--- src/rtl/serial_alu.sv ---
// Digit-serial ALU: processes DIGIT bits per cycle, LSB first, for add/sub/and/or/slt.
// Operation accepted through a start handshake; result returned through a result handshake.
module serial_alu #(
    parameter int WIDTH = 32,
    parameter int DIGIT = 4
) (
    input  logic             clk,
    input  logic             reset,
    input  logic             start_valid,
    output logic             start_ready,
    input  logic [2:0]       ALUControl,
    input  logic [WIDTH-1:0] SrcA,
    input  logic [WIDTH-1:0] SrcB,
    output logic             result_valid,
    input  logic             result_ready,
    output logic [WIDTH-1:0] ALUResult,
    output logic             Zero,
    output logic             Overflow
);

    localparam int N  = WIDTH / DIGIT;
    localparam int CW = (N > 1) ? $clog2(N) : 1;
    localparam logic [CW-1:0] LAST = CW'(N - 1);

    localparam logic [2:0] OP_ADD = 3'b000;
    localparam logic [2:0] OP_SUB = 3'b001;
    localparam logic [2:0] OP_AND = 3'b010;
    localparam logic [2:0] OP_OR  = 3'b011;
    localparam logic [2:0] OP_SLT = 3'b101;

    typedef enum logic [1:0] {
        S_IDLE = 2'd0,
        S_RUN  = 2'd1,
        S_DONE = 2'd2
    } state_t;

    state_t             r_state;
    logic [2:0]         r_op;
    logic [WIDTH-1:0]   r_a;
    logic [WIDTH-1:0]   r_b;
    logic [WIDTH-1:0]   r_res;
    logic [CW-1:0]      r_count;
    logic               r_carry;

    logic                   w_invert_b;
    logic [DIGIT-1:0]       w_a_dig;
    logic [DIGIT-1:0]       w_b_dig;
    logic [DIGIT:0]         w_sum;
    logic                   w_c_msb;
    logic                   w_ovf;
    logic [DIGIT-1:0]       w_digit;
    logic [WIDTH+DIGIT-1:0] w_cat;
    logic [WIDTH-1:0]       w_shifted;
    logic [WIDTH-1:0]       w_final;
    logic                   w_final_ovf;

    assign w_invert_b = (ALUControl == OP_SUB) || (ALUControl == OP_SLT);
    assign w_a_dig    = r_a[DIGIT-1:0];
    // B is stored already inverted for sub/slt, so one adder serves all arithmetic ops
    assign w_b_dig    = r_b[DIGIT-1:0];
    assign w_sum      = {1'b0, w_a_dig} + {1'b0, w_b_dig} + {{DIGIT{1'b0}}, r_carry};
    assign w_c_msb    = w_sum[DIGIT-1] ^ w_a_dig[DIGIT-1] ^ w_b_dig[DIGIT-1];
    assign w_ovf      = w_c_msb ^ w_sum[DIGIT];
    assign w_cat      = {w_digit, r_res};
    assign w_shifted  = w_cat[WIDTH+DIGIT-1:DIGIT];

    // Per-digit result selection
    always_comb begin
        w_digit = {DIGIT{1'b0}};
        case (r_op)
            OP_ADD, OP_SUB, OP_SLT: w_digit = w_sum[DIGIT-1:0];
            OP_AND:                 w_digit = w_a_dig & w_b_dig;
            OP_OR:                  w_digit = w_a_dig | w_b_dig;
            default:                w_digit = {DIGIT{1'b0}};
        endcase
    end

    // Final result and overflow formed on the last digit
    always_comb begin
        w_final     = {WIDTH{1'b0}};
        w_final_ovf = 1'b0;
        case (r_op)
            OP_ADD, OP_SUB: begin
                w_final     = w_shifted;
                w_final_ovf = w_ovf;
            end
            OP_AND, OP_OR: begin
                w_final     = w_shifted;
                w_final_ovf = 1'b0;
            end
            OP_SLT: begin
                w_final     = {{(WIDTH-1){1'b0}}, w_sum[DIGIT-1] ^ w_ovf};
                w_final_ovf = 1'b0;
            end
            default: begin
                w_final     = {WIDTH{1'b0}};
                w_final_ovf = 1'b0;
            end
        endcase
    end

    // Control FSM, datapath shift registers and registered outputs
    always_ff @(posedge clk or posedge reset) begin
        if (reset) begin
            r_state      <= S_IDLE;
            r_op         <= 3'b000;
            r_a          <= {WIDTH{1'b0}};
            r_b          <= {WIDTH{1'b0}};
            r_res        <= {WIDTH{1'b0}};
            r_count      <= {CW{1'b0}};
            r_carry      <= 1'b0;
            start_ready  <= 1'b1;
            result_valid <= 1'b0;
            ALUResult    <= {WIDTH{1'b0}};
            Zero         <= 1'b0;
            Overflow     <= 1'b0;
        end else begin
            case (r_state)
                S_IDLE: begin
                    if (start_valid) begin
                        r_op        <= ALUControl;
                        r_a         <= SrcA;
                        r_b         <= w_invert_b ? ~SrcB : SrcB;
                        r_carry     <= w_invert_b;
                        r_count     <= {CW{1'b0}};
                        start_ready <= 1'b0;
                        r_state     <= S_RUN;
                    end else begin
                        start_ready <= 1'b1;
                    end
                end
                S_RUN: begin
                    r_a     <= r_a >> DIGIT;
                    r_b     <= r_b >> DIGIT;
                    r_res   <= w_shifted;
                    r_carry <= w_sum[DIGIT];
                    r_count <= r_count + {{(CW-1){1'b0}}, 1'b1};
                    if (r_count == LAST) begin
                        ALUResult    <= w_final;
                        Zero         <= (w_final == {WIDTH{1'b0}});
                        Overflow     <= w_final_ovf;
                        result_valid <= 1'b1;
                        r_state      <= S_DONE;
                    end else begin
                        r_state <= S_RUN;
                    end
                end
                S_DONE: begin
                    if (result_ready) begin
                        result_valid <= 1'b0;
                        start_ready  <= 1'b1;
                        r_state      <= S_IDLE;
                    end else begin
                        r_state <= S_DONE;
                    end
                end
                default: begin
                    r_state      <= S_IDLE;
                    start_ready  <= 1'b1;
                    result_valid <= 1'b0;
                end
            endcase
        end
    end

endmodule

--- config.mk ---
export PLATFORM = sky130hd
export DESIGN_NAME = serial_alu
export DESIGN_NICKNAME = d
export VERILOG_FILES = /design/src/rtl/serial_alu.sv
export SDC_FILE = /design/constraint.sdc
export NUM_CORES = 1
export LEC_CHECK = 0
export ABC_AREA = 1
export CORE_ASPECT_RATIO = 1.25
export CORE_UTILIZATION = 42
export DETAILED_ROUTE_END_ITERATION = 8
export GPL_TIMING_DRIVEN = 0
export PLACE_DENSITY = 0.66
export SKIP_LAST_GASP = 1
export SYNTH_ARGS = -nofsm -noshare
export SYNTH_HDL_FRONTEND = slang
export SYNTH_SLANG_ARGS = --single-unit
--- constraint.sdc ---
create_clock -name clk -period 8.6 [get_ports clk]
set_input_delay 1.72 -clock clk [delete_from_list [all_inputs] [get_ports clk]]
set_output_delay 1.72 -clock clk [all_outputs]
set_load 0.02 [all_outputs]
Word level (Yosys, flattened, before mapping)
Index checks and enable logic that the tools add are counted.
{"block": "classes", "n_addsub": 3, "mul": 0, "div": 0, "n_lt_le_gt_ge": 0, "eq_ne": 12, "shift": 0, "n_mux": 22, "n_bitwise": 9, "reduce_logical": 13}
{"op": "case mux 32 bit (2 select lines)", "count": 3}
{"op": "2-to-1 mux 32 bit", "count": 3}
{"op": "zero test 32 bit", "count": 1}
{"op": "NOT 32 bit", "count": 1}
{"op": "case mux 4 bit (3 select lines)", "count": 1}
{"op": "== test 3 bit (second input constant)", "count": 3}
{"op": "AND reduction 2 bit", "count": 4}
{"op": "== test 3 x 1 -> 1 bit (second input constant)", "count": 2}
{"op": "== test 3 x 2 -> 1 bit (second input constant)", "count": 2}
{"op": "2-to-1 mux 1 bit", "count": 6}
{"op": "2-to-1 mux 2 bit", "count": 3}
{"op": "!= test 2 bit (second input constant)", "count": 3}
{"op": "case mux 1 bit (3 select lines)", "count": 2}
{"op": "case mux 2 bit (3 select lines)", "count": 1}
{"op": "case mux 3 bit (2 select lines)", "count": 1}
{"op": "adder 4 x 4 -> 5 bit", "count": 1}
{"op": "adder 5 x 1 -> 5 bit", "count": 1}
{"op": "bitwise AND 4 bit", "count": 1}
{"op": "OR 4 bit", "count": 1}
{"op": "OR reduction 4 bit", "count": 1}
{"op": "bitwise XOR 1 bit", "count": 4}
{"op": "adder 3 x 1 -> 3 bit (second input constant)", "count": 1}
{"op": "zero test 3 bit", "count": 1}
{"op": "2-to-1 mux 3 bit", "count": 1}
{"op": "other kinds (10)", "count": 11}
{"block": "totals", "regBits": 141, "latchBits": 0, "ram_bits": 0, "mem_bits_ro": 0, "out_inout_bits": 36, "wordCells": 71, "n_memories": 0}

Depth between registers and ports, before layout
{"block": "logic_depth", "word_depth": 8, "mapped_depth": 12, "mapped_depth_nobuf": 12}

Least setup slack after synthesis
OpenSTA, ideal clock, no wires.
{"block": "synth_path", "path_type": "input to register", "start": "input port ALUControl[0]", "end": "register r_b[24]", "setup_time_ns": 0.087, "t_arrival_ns": 2.507, "required_time_ns": 8.513, "slack_ns": 6.006, "stages": 6, "path_cell_list": "inv_1 -> nor2_2 -> buf_2 -> xor2_1 -> nand2_1 -> o211ai_1"}
{"block": "synth_between", "elab_chain_len": 5, "word_cells_on_any_way": 6, "classes_between": "eq/ne: 2; mux: 3; reduce/logical: 1"}
{"item": "from (decl)", "line": "11", "source": "input logic [2:0] ALUControl,"}
{"item": "== test 3 x 1 -> 1 bit / == test 3 bit (equally long branches)", "line": "57", "source": "assign w_invert_b = (ALUControl == OP_SUB) || (ALUControl == OP_SLT);"}
{"item": "logical OR 1 bit *", "line": "57"}
{"item": "2-to-1 mux 32 bit *", "line": "123", "source": "r_b <= w_invert_b ? ~SrcB : SrcB;"}
{"item": "2-to-1 mux 32 bit *", "line": "120", "source": "if (start_valid) begin"}
{"item": "case mux 32 bit (2 select lines) *", "line": "118", "source": "case (r_state)"}
{"item": "to (signal assigned)", "line": "108", "source": "r_b <= {WIDTH{1'b0}};"}
{"item": "to (signal assigned)", "line": "123"}
{"item": "to (signal assigned)", "line": "134", "source": "r_b <= r_b >> DIGIT;"}
{"item": "to (decl)", "line": "40", "source": "logic [WIDTH-1:0] r_b;"}
Mark *: on every way between the ends. The rest lies on a longest branch, timed or not. The select of a mux whose other input is x is not followed.
A chain may end at the register's enable or synchronous reset.

Worst setup path in the final report
{"block": "layout_path", "start": "register start_ready", "end": "output port start_ready"}
{"item": "from (decl)", "line": "10", "source": "output logic start_ready,"}
{"item": "from (signal assigned)", "line": "112", "source": "start_ready <= 1'b1;"}
{"item": "from (signal assigned)", "line": "126", "source": "start_ready <= 1'b0;"}
{"item": "from (signal assigned)", "line": "129", "source": "start_ready <= 1'b1;"}
No word-level cell between the ends.

==> impl_metrics.tcl <==
set metrics [dict create \
    yosysWarnings 0 \
    grt_max_degree 76 \
    cts_hold_buf 0 \
    required_ns 6.88 \
    synthArstFlopShare 1.00 \
    io_pins 107 \
    portBuffers 106 \
    syn_inst 694 \
    grt_pass1_wl_mm 26.7 \
    multi_input_area_um2 2490 \
    p_leak_nw 3.84 \
    total_power_mw 3.16 \
    vias 5312 \
    antennaDiodeCount 0 \
    drc 7 \
    clk_latency_ns 0.42 \
    cts_resized 0 \
    whs_ns 0.479 \
    ys_top_cells_by_count "nand2_1 (219), dfrtp_1 (136), o21ai_0 (73)" \
    post-route-period-util 0.382 \
    critPathBufInv 1 \
    area_growth_pct 31.0 \
    ys_seq_area_frac 0.543 \
    violations "DRC" \
    grt-ovfl-total 0 \
    switchingPower_mw 1.23 \
    p_per_area_nw_per_um2 383 \
    relSlewSlack 0.530 \
    pwr-share-seq 0.346 \
    numCtsBuffers 17 \
    cp-start-kind "flop" \
    tritoncts "done" \
    dieArea_um2 15500 \
    coreArea_um2 14500 \
    grt.total_usage 0.219 \
    cts_max_path_buffers 2 \
    dp_hpwl_mm 11.5 \
    grt_pass1_vias 5364 \
    yosysTopAreaCell "dfrtp_1" \
    cp_slowest_stage_delay_ns 0.61 \
    antenna_found_initial 0 \
    syn-num-nets 777 \
    nNetsFinal 903 \
    routabilityCongestion 0.855 \
    synth_ff_type "dfrtp_1" \
    drtIter0Drc 308 \
    finalClockSkew_ns 0.00881 \
    clock-sinks 137 \
    final_util 0.569 \
    seq_area_um2 3430 \
    setup_viol 0 \
    critPathMaxFanout 2 \
    synth_cell_types 36 \
    swShare 0.389 \
    yosysMostFrequentCell "nand2_1" \
    tns_ns 0 \
    synth_top_area_frac 0.539 \
    path_class "flop to output pin" \
    hold_viol_final 0 \
    rows 49 \
    avgSynthCellArea_um2 9.10 \
    post_cts_buffers 0 \
    die_x_um 112 \
    maxCapViolCount 0 \
    netlist_area_um2 6310 \
    wl_per_cell_um 15.7 \
    worst_pin_slew_ns 0.705 \
    ys_top_cells_by_area "dfrtp_1 (54%), nand2_1 (13%), o21ai_0 (5.8%)" \
    fp.dieH_um 139 \
    p_int_mw 1.93 \
    path_clk_slew_ns 0.06 \
    routed_wl_mm 15.8 \
    rsz0062_at_grt "false" \
    critPathSlowestCell "clkdlybuf4s50_1" \
    cp.arrival_ns 1.56 \
    worst_setup_path_end_kind "output pin" \
    period_needed_ns 3.28 \
    synth_seq_cells 137 \
    reg2reg_setup_slack_ns 6.32 \
    drive_gt1_frac 0.0876 \
    start_util 0.435 \
    cts_max_level 4 \
    max-vdd-ir-drop_mv 0.139 \
    ant_nets 0 \
    drv_slew 0 \
    status "complete, but fails checks" \
    dr.pass1.iters 7 \
    hold_path.class "flop to flop" \
    num-fill-cells 1326 \
    cp_top_family "buffers and inverters" \
    avgViaCountPerCell 5.25 \
    synth_edf_count 0 \
    ctsRootBufferMaster "clkbuf_16" \
    cp_cell_sequence "clkdlybuf4s50_1" \
    fmax_ghz 0.305 \
    combPwrFrac 0.408 \
    pwr-share-clk 0.245 \
]
sequential cells by signal, summed over array words and instances, names as in the netlist, 2 cells and up:
register	count
r_res	28
r_b	32
r_a	32
ALUResult	32
r_state	2
r_count	3
r_op	3
metrics by stage:
| stage | cell area [um2] | instances | worst slack (ns) |
|---|---|---|---|
| after CTS | 8270 | 1011 | 5.29 |
| after global routing | 8270 | 1011 | 5.27 |
| after detailed placement | 7630 | 979 | 5.29 |
| after global placement | 7600 | 978 | 1.41 |
| after floorplan | 6310 | 694 | 3.21 |
| final | 8270 | 1011 | 5.32 |
power by group through the flow:
stage / sequential [mW] / clock (mW) / combinational (mW)
2_1_floorplan: 1.14 / 0 / 0.791
3_3_place_gp: 1.09 / 0 / 1.26
3_5_place_dp: 1.10 / 0 / 1.29
4_1_cts: 1.09 / 0.784 / 1.30
5_1_grt: 1.13 / 0.812 / 1.45
6_report: 1.10 / 0.776 / 1.29
cell type report:
class / count / area share
flip-flops and latches: 137 / 0.415
multi-input cells: 466 / 0.302
repair buffers: 107 / 0.132
clock buffers: 26 / 0.0640
well taps: 178 / 0.0269
inverters: 53 / 0.0247
plain buffers: 38 / 0.0232
clock inverters: 6 / 0.0132
path summary, 6_finish.rpt:
path	to	cells past startpoint	from
worst min-delay path	r_a[21]	2	r_a[21]
worst min register to register	r_a[21]	2	r_a[21]
max in group asynchronous	ALUResult[31]	3	reset
worst max-delay path	start_ready	1	start_ready
min in group asynchronous	r_a[30]	2	reset
worst max register to register	Zero	8	r_b[0]
placed cells by master (no fill, tap or decap), drive strengths merged, types with 10 or more instances in the layout:
cell and count:
a22oi 39, buf 29, clkbuf 36, clkdlybuf4s50 106
dfrtp 136, ha 10, inv 53, nand2 221
nand3 32, nor2 13, o21ai 77, xnor2 16
xor2 17
metal layers:
layer | global-route usage | wire [um] | up-vias
li1 | - | - | 2534
met1 | 0.270 | 6800 | 2572
met2 | 0.369 | 7960 | 175
met3 | 0.0459 | 699 | 31
met4 | 0.0989 | 374 | 0
met5 | 0 | 0 | -
kinds of logic (layout without fill, tap and decap cells):
group           after synthesis  in the layout  synth area share
simple gates                277            277             0.182
compound gates              144            144             0.141
flops                       137            137             0.543
buf+inv                      91            230            0.0618
xor+xnor                     33             33            0.0458
fa+ha+maj                    12             12            0.0262
No activity file was read; power rests on OpenSTA's default activity.
